$ cat config.mk
export PLATFORM = sky130hd
export DESIGN_NAME = apb_master_arbiter
export DESIGN_NICKNAME = d
export VERILOG_FILES = /design/src/rtl/shared_pkg.sv /design/src/rtl/rr_arbiter.sv /design/src/rtl/apb_master_arbiter.sv
export SDC_FILE = /design/constraint.sdc
export NUM_CORES = 1
export LEC_CHECK = 0
export ABC_AREA = 1
export BUFFER_PORTS_ARGS = -buffer_cell sky130_fd_sc_hd__buf_2
export CELL_PAD_IN_SITES_DETAIL_PLACEMENT = 0
export CELL_PAD_IN_SITES_GLOBAL_PLACEMENT = 1
export CORE_ASPECT_RATIO = 1.75
export CORE_MARGIN = 2
export CORE_UTILIZATION = 27
export DETAILED_ROUTE_END_ITERATION = 7
export GPL_ROUTABILITY_DRIVEN = 0
export PLACE_DENSITY_LB_ADDON = 0.1
export SETUP_SLACK_MARGIN = 0.02
export SKIP_LAST_GASP = 1
export SYNTH_ARGS = -nofsm -noshare
export SYNTH_HDL_FRONTEND = slang
export SYNTH_SLANG_ARGS = --single-unit
$ cat constraint.sdc
create_clock -name PCLK -period 2.5 [get_ports PCLK]
set_input_delay 0.25 -clock PCLK [delete_from_list [all_inputs] [get_ports PCLK]]
set_output_delay 0.25 -clock PCLK [all_outputs]
set_load 0.1 [all_outputs]
$ cat src/rtl/shared_pkg.sv
// Bus widths and APB master state encoding shared across the APB subsystem.
package shared_pkg;
  localparam int unsigned ADDR_WIDTH = 32;
  localparam int unsigned DATA_WIDTH = 32;
  localparam int unsigned STRB_WIDTH = DATA_WIDTH / 8;

  typedef enum logic [1:0] {IDLE, SETUP, ACCESS} apb_mst_state_e;
endpackage

$ cat src/rtl/rr_arbiter.sv
// Combinational round-robin arbiter: first set request at or after ptr, wrapping.
module rr_arbiter #(
  parameter int unsigned NUM_REQ = 4
) (
  input  logic [NUM_REQ-1:0]         req,
  input  logic [$clog2(NUM_REQ)-1:0] ptr,
  output logic [NUM_REQ-1:0]         grant,
  output logic [$clog2(NUM_REQ)-1:0] idx,
  output logic                       any
);
  localparam int unsigned IDX_W = $clog2(NUM_REQ);

  logic [IDX_W-1:0] cand;

  always_comb begin
    grant = '0;
    idx   = '0;
    any   = 1'b0;
    cand  = '0;
    for (int unsigned i = 0; i < NUM_REQ; i++) begin
      cand = IDX_W'((32'(ptr) + i) % NUM_REQ);
      if (!any && req[cand]) begin
        any         = 1'b1;
        grant[cand] = 1'b1;
        idx         = cand;
      end
    end
  end
endmodule

$ cat src/rtl/apb_master_arbiter.sv
// Round-robin APB master: shares one APB slave between NUM_REQ requesters,
// with a wait-state timeout so a hung slave cannot lock the bus.
module apb_master_arbiter
  import shared_pkg::*;
#(
  parameter int unsigned NUM_REQ        = 4,
  parameter int unsigned TIMEOUT_CYCLES = 16
) (
  input  logic                          PCLK,
  input  logic                          PRESET,
  input  logic [NUM_REQ-1:0]            req_valid,
  output logic [NUM_REQ-1:0]            req_ready,
  input  logic [NUM_REQ*ADDR_WIDTH-1:0] req_addr,
  input  logic [NUM_REQ-1:0]            req_write,
  input  logic [NUM_REQ*DATA_WIDTH-1:0] req_wdata,
  input  logic [NUM_REQ*STRB_WIDTH-1:0] req_strb,
  output logic [NUM_REQ-1:0]            rsp_valid,
  output logic [DATA_WIDTH-1:0]         rsp_rdata,
  output logic                          rsp_err,
  output logic [ADDR_WIDTH-1:0]         PADDR,
  output logic                          PSELx,
  output logic                          PENABLE,
  output logic                          PWRITE,
  output logic [DATA_WIDTH-1:0]         PWDATA,
  output logic [STRB_WIDTH-1:0]         PSTRB,
  input  logic                          PREADY,
  input  logic [DATA_WIDTH-1:0]         PRDATA,
  input  logic                          PSLVERR
);
  localparam int unsigned IDX_W = $clog2(NUM_REQ);
  localparam int unsigned CNT_W = $clog2(TIMEOUT_CYCLES + 1);

  apb_mst_state_e     state;
  logic [IDX_W-1:0]   rr_ptr;
  logic [IDX_W-1:0]   gnt_idx;
  logic [CNT_W-1:0]   tmo_cnt;
  logic [NUM_REQ-1:0] arb_grant;
  logic [IDX_W-1:0]   arb_idx;
  logic               arb_any;

  rr_arbiter #(
    .NUM_REQ(NUM_REQ)
  ) u_rr_arbiter (
    .req  (req_valid),
    .ptr  (rr_ptr),
    .grant(arb_grant),
    .idx  (arb_idx),
    .any  (arb_any)
  );

  // Accept is combinational so the request is consumed in the grant cycle itself.
  assign req_ready = (state == IDLE && !PRESET) ? arb_grant : '0;

  always_ff @(posedge PCLK) begin
    if (PRESET) begin
      state     <= IDLE;
      rr_ptr    <= '0;
      gnt_idx   <= '0;
      tmo_cnt   <= '0;
      PADDR     <= '0;
      PSELx     <= 1'b0;
      PENABLE   <= 1'b0;
      PWRITE    <= 1'b0;
      PWDATA    <= '0;
      PSTRB     <= '0;
      rsp_valid <= '0;
      rsp_rdata <= '0;
      rsp_err   <= 1'b0;
    end else begin
      rsp_valid <= '0;
      rsp_rdata <= '0;
      rsp_err   <= 1'b0;
      unique case (state)
        IDLE: begin
          if (arb_any) begin
            gnt_idx <= arb_idx;
            rr_ptr  <= (arb_idx == IDX_W'(NUM_REQ - 1)) ? '0 : arb_idx + 1'b1;
            PADDR   <= req_addr[arb_idx*ADDR_WIDTH +: ADDR_WIDTH];
            PWRITE  <= req_write[arb_idx];
            // Write data and strobes are forced to zero on reads.
            PWDATA  <= req_write[arb_idx] ? req_wdata[arb_idx*DATA_WIDTH +: DATA_WIDTH] : '0;
            PSTRB   <= req_write[arb_idx] ? req_strb[arb_idx*STRB_WIDTH +: STRB_WIDTH] : '0;
            PSELx   <= 1'b1;
            state   <= SETUP;
          end
        end
        SETUP: begin
          PENABLE <= 1'b1;
          tmo_cnt <= '0;
          state   <= ACCESS;
        end
        ACCESS: begin
          if (PREADY) begin
            rsp_valid <= NUM_REQ'(1) << gnt_idx;
            rsp_rdata <= PWRITE ? '0 : PRDATA;
            rsp_err   <= PSLVERR;
            PSELx     <= 1'b0;
            PENABLE   <= 1'b0;
            state     <= IDLE;
          end else if (tmo_cnt == CNT_W'(TIMEOUT_CYCLES - 1)) begin
            rsp_valid <= NUM_REQ'(1) << gnt_idx;
            rsp_err   <= 1'b1;
            PSELx     <= 1'b0;
            PENABLE   <= 1'b0;
            state     <= IDLE;
          end else begin
            tmo_cnt <= tmo_cnt + 1'b1;
          end
        end
        default: state <= IDLE;
      endcase
    end
  end
endmodule

After elaboration in Yosys (flattened, before gate mapping)
Index checks and enable logic that the tools add are counted.
{"block": "totals", "word_cells": 116, "output_inout_bits": 112, "register_bits": 119}
{"block": "classes", "mux": 50, "eq_ne": 8, "n_reduce_logical": 22, "magnitude_cmp": 9, "add_sub_neg": 5, "shifts": 4, "bitwise": 5}
{"operator": "128-bit by 8-bit variable part select with 32-bit output", "n": 2}
{"operator": "32-bit 2-to-1 mux", "n": 1}
{"operator": "4-bit 2-to-1 mux", "n": 8}
{"operator": "1-bit 2-to-1 mux", "n": 18}
{"operator": "2-bit 2-to-1 mux", "n": 8}
{"operator": "16-bit by 5-bit variable part select with 4-bit output", "n": 1}
{"operator": "2-bit by 3-bit less-than comparator with 1-bit output (second input constant)", "n": 5}
{"operator": "4-bit OR", "n": 3}
{"operator": "1-bit binary-select mux with 2-bit select", "n": 5}
{"operator": "5-bit 2-to-1 mux", "n": 2}
{"operator": "5-bit case mux with 2 select lines", "n": 1}
{"operator": "1-bit demux with 2-bit select", "n": 4}
{"operator": "2-bit by 1-bit >= comparator with 1-bit output (second input constant)", "n": 4}
{"operator": "1-bit logical AND", "n": 8}
{"operator": "2-bit != test (second input constant)", "n": 3}
{"operator": "2-bit case mux with 3 select lines", "n": 1}
{"operator": "2-bit AND reduction", "n": 3}
{"operator": "3-bit AND reduction", "n": 2}
{"operator": "5-bit by 1-bit adder with 5-bit output (second input constant)", "n": 1}
{"operator": "5-bit by 4-bit == test with 1-bit output (second input constant)", "n": 1}
{"operator": "2-bit by 1-bit adder with 2-bit output (second input constant)", "n": 2}
{"operator": "2-bit adder (second input constant)", "n": 2}
{"operator": "2-bit == test (second input constant)", "n": 2}
{"operator": "1-bit zero test", "n": 4}
{"operator": "9 further kinds", "n": 12}

Logic depth before layout (Yosys ltp)
{"block": "depth", "ltp_word": 15, "ltp_mapped": 18, "depth_no_buf": 15}

Cells and area by module
From an unflattened synthesis, not the netlist that was laid out.
{"block": "unflattened", "hier_cells": 1259, "hier_area_um2": 7479.7}
{"mod": "apb_master_arbiter", "cells_per_inst": 1185, "seq_area_each_um2": 2382.3, "n_inst": 1, "area_per_inst_um2": 7039.3}
{"mod": "rr_arbiter", "cells_per_inst": 74, "seq_area_each_um2": 0.0, "n_inst": 1, "area_per_inst_um2": 440.4}

Worst setup path after synthesis
OpenSTA, ideal clock, no wires.
{"block": "synth_path", "path_kind": "reg2out", "from": "reg rr_ptr[0]", "to": "out req_ready[2]", "slack_ps": -26, "required_ps": 2250, "path_stages_with_launch": 14, "n_path_buf": 1, "arrival_time_ps": 2276, "path_cell_list": "dfxtp_1 -> buf_6 -> inv_6 -> ha_1 -> inv_1 -> nand3_1 -> nand2_2 -> nor2_2 -> inv_1 -> o22ai_1 -> a21oi_1 -> o21ai_0 -> nand2_1 -> inv_1"}
{"block": "synth_between", "elab_chain_cells": 13}
{"item": "start, declared", "line": "apb_master_arbiter.sv:34", "source": "logic [IDX_W-1:0] rr_ptr;"}
{"item": "start signal, assigned", "line": "apb_master_arbiter.sv:77", "source": "rr_ptr <= (arb_idx == IDX_W'(NUM_REQ - 1)) ? '0 : arb_idx + 1'b1;"}
{"item": "parallel branches: the longest is 11 deep, another holds 2-bit by 3-bit less-than comparator with 1-bit output"}
{"item": "4-bit 2-to-1 mux *", "line": "rr_arbiter.sv:22", "source": "if (!any && req[cand]) begin"}
{"item": "4-bit 2-to-1 mux *", "line": "apb_master_arbiter.sv:52", "source": "assign req_ready = (state == IDLE && !PRESET) ? arb_grant : '0;"}
{"item": "end, declared", "line": "apb_master_arbiter.sv:12", "source": "output logic [NUM_REQ-1:0] req_ready,"}
Mark *: on every way between the ends. The select of a mux whose other input is x is not followed.

Worst setup path in the final report
Same ends and word-level chain as after synthesis.

==> qor.log <==
[outcome] run status completed
[critical_path] Crit Path Class reg -> out
[critical_path] critical path depth in cells 14
[drt] DRT antenna net count 0
[synth] most area-hungry cell type in the Yosys netlist sky130_fd_sc_hd__dfxtp_1
[synth] most frequent cell after synthesis sky130_fd_sc_hd__inv_1
[critical_path] Worst R2R Start rr_ptr[0]
[final_layout] Layout Area Growth over Synthesis 47.0%
[synth] net count after synthesis 1,597
[final_layout] Post-Layout Inst Area 0.0117 mm²
[sta] Max transition margin 62.2%
[clock_network] clk root buf sky130_fd_sc_hd__clkbuf_16
[drt] via density per instance 4.49
[final_layout] Net count, final 2,011
[synth] synth warn 0
[synth] number of storage elements in the synthesis netlist 119
[synth] share of synthesized flip-flops with an asynchronous set or reset 0%
[critical_path] startpoint class of the critical path flop
[clock_network] clock network latency to the later pin of the worst-skew pair 0.44 ns
[critical_path] chain of cells forming the critical path inv_6, ha_4, inv_4, nand3_4, nand2_4, nor2_4, buf_6, inv_4, o22ai_2, a21oi_1, o21ai_1, nand2_1, clkinvlp_4, buf_12
[critical_path] Max Fanout on Critical Path 5
[synth] Mapped Area 0.00799 mm²
[critical_path] capturing element type of the critical path output pin
[power_and_ir_drop] power density over the cells 1790 mW/mm²
[synth] Syn Area/Cell 6.30 µm²
[clock_network] deepest level of the CTS H-tree 4
[min_path] Worst Hold Class in -> reg
[synth] top-area cell type share of the netlist area 29.8%
[clock_network] CTS hold repair buffers 0
[min_path] launch point of the worst hold path PRDATA[0]
[die] Ports 428
[clock_network] deepest clock path buffer count 2
[synth] number of standard cells after synthesis 1,268
[sta] worst-case hold slack 0.0255 ns
[drt] Avg WL per Cell 16.8 µm
[synth] most common flop cell mapped by yosys sky130_fd_sc_hd__dfxtp_1
[critical_path] number of cells on the worst reg-to-reg path 17
[synth] top cells by area in the synthesized netlist sky130_fd_sc_hd__dfxtp_1, sky130_fd_sc_hd__nand3_1, sky130_fd_sc_hd__inv_1
[die] core area 0.0293 mm²
[critical_path] beginning of the critical path rr_ptr[0]
[placed_design] post-DP HPWL 25.7 mm
[grt] overall overflow remaining after global route 0
[sta] Final Hold Vio Count 0
[critical_path] delay of the slowest cell on the worst path 0.37 ns
[placed_design] Buffers on Ports 427
[critical_path] buffering stage count on the worst path with inverters included 6
[drt] routed wire length 35.0 mm
[clock_network] total clock sinks 119
[sta] worst-margin pin slew 0.571 ns
[grt] via count of the first global-routing pass 9,213
[flow_run] number of max-cap violations 0
[die] Total Die Area 0.0310 mm²
[clock_network] clock-pin slew on the worst setup and hold paths 0.06 ns
[critical_path] crit-path most repeated cell sky130_fd_sc_hd__inv_4
[final_layout] final design utilization 40.1%
[clock_network] TritonCTS clock tree yes
[placed_design] DP Area 0.0106 mm²
[sta] setup repair after global routing missed its margin yes
[sta] count of pins over their slew limit 0
[grt] maximum number of pins on one net before global-route repair 73
[die] # rows 83
[synth] number of flops mapped to enable cells by yosys 0
[drt] violation count after the first detailed-route iteration 290
[drt] DRC errors left 0
[power_and_ir_drop] leakage component of the power 6.55 nW
[synth] register area share after synthesis 29.8%
[synth] commonest cells in the netlist sky130_fd_sc_hd__inv_1, sky130_fd_sc_hd__nand2_1, sky130_fd_sc_hd__nand3_1, sky130_fd_sc_hd__nor2_1, sky130_fd_sc_hd__dfxtp_1
[final_layout] share of final-layout standard cells stronger than drive strength 1 36.4%
[die] floorplan die height 232 µm
[grt] all-layer global routing usage 21.0%
[sta] Setup Skew 0.0106 ns
[critical_path] crit-path leading delay family buffers and inverters
[power_and_ir_drop] highest ir drop seen on vdd 1.01 mV
[sta] Finish-stage setup viols 0
[critical_path] endpoint required time on the critical path 2.25 ns
[sta] final period demand of the worst path 2.49 ns
[grt] number of antenna violations at the first check in global routing 4
[grt] global-route wire length before repair 50.4 mm
[critical_path] signal arrival time at the worst endpoint 2.24 ns
[die] Die Width 134 µm
[clock_network] number of buffers created by CTS 17
[drt] detailed-router iteration count before antenna repair 4
[sta] Highest Clock Rate 0.402 GHz
[die] effective utilization at floorplan 27.3%
[sta] final cycle utilization of the critical path 99.5%
[min_path] cell depth of the worst min-delay path 3
[synth] Synth cell types 42
[critical_path] Slowest cell on crit path sky130_fd_sc_hd__dfxtp_4
[drt] total number of vias 9,338
==> through the flow <==
stage / setup TNS [ns] / setup slack [ns] / power, W / instances
after global routing: -0.564 / -0.0876 / 0.0226 / 2081
after CTS: 0 / 0.00141 / 0.0198 / 2062
after floorplan: 0 / 0.0210 / 0.0134 / 1268
after detailed placement: -0.746 / -0.0402 / 0.0169 / 2023
final: 0 / 0.0120 / 0.0210 / 2081
after global placement: -0.0104 / -0.00529 / 0.0168 / 2023
==> placed cells by master (no fill, tap or decap), drive strengths merged, types with 4 or more instances in the layout <==
cell,n
ha,13
dfxtp,119
clkbuf,23
nand3,225
diode,4
a21oi,53
nor3,8
o211ai,33
buf,470
o21ai,38
nand2,228
nor2,174
inv,250
clkinvlp,6
clkinv,5
or2,33
==> per-layer routing <==
layer	up-vias	global-route usage [%]	part of all wire (%)
met5	-	0	0
met4	0	8.88	2.9
met3	46	5.66	7.1
met2	339	39.7	55
met1	4191	21.5	35
li1	4762	-	-
==> logic make-up after synthesis <==
family | Yosys count | synth area share (%)
flip-flops | 119 | 29.8
buffers and inverters | 334 | 17.6
AND/OR/NAND/NOR | 669 | 39.5
AO/OA/AOI/OAI | 133 | 11.0
adder cells (fa/ha/maj) | 13 | 2.04
==> cell type report <==
type / count / area (µm²)
Timing Repair Buffer: 475 / 2910
Multi-Input combinational cell: 819 / 4380
Clock buffer: 18 / 439
Antenna cell: 4 / 10.0
Sequential cell: 119 / 2390
Tap cell: 382 / 478
Clock inverter: 14 / 174
Inverter: 250 / 963
Fill cell: 3320 / 17500
==> timing repair <==
| action | 4_1_cts | 5_1_grt |
|---|---|---|
| endpoints found under the setup margin | 41 | 41 |
| pin swaps | 6 | 8 |
| cloned | 0 | 9 |
| gates resized for setup | 24 | 14 |
| setup buffers | 7 | 6 |
==> registers in the layout (all words and copies together), names as in the netlist <==
name and cells:
PSTRB 4, PWRITE 1, PSELx 1, PADDR 32, PWDATA 32, gnt_idx 2
tmo_cnt 5, PENABLE 1, rsp_valid 4, rr_ptr 2, state 2, rsp_err 1
rsp_rdata 32
==> tightest hold or removal path: cells and delay by family <==
family                 cells  cell delay [ns]
AND/OR/NAND/NOR            1             0.03
buffers and inverters      2             0.13
==> final timing paths <==
path	endpoint	slack, ns
worst min register to register	PSTRB[1]	0.46
worst max-delay path	req_ready[2]	0.01
worst min-delay path	rsp_rdata[0]	0.03
worst max register to register	PADDR[4]	0.08
==> where the power goes <==
part	total (W)	switching [W]	internal, W
Sequential	0.00255	0.000210	0.00234
Clock	0.00259	0.000990	0.00160
Combinational	0.0158	0.0107	0.00514
Total	0.0210	0.0119	0.00908
Note: power is estimated with default switching activity, not from simulation.
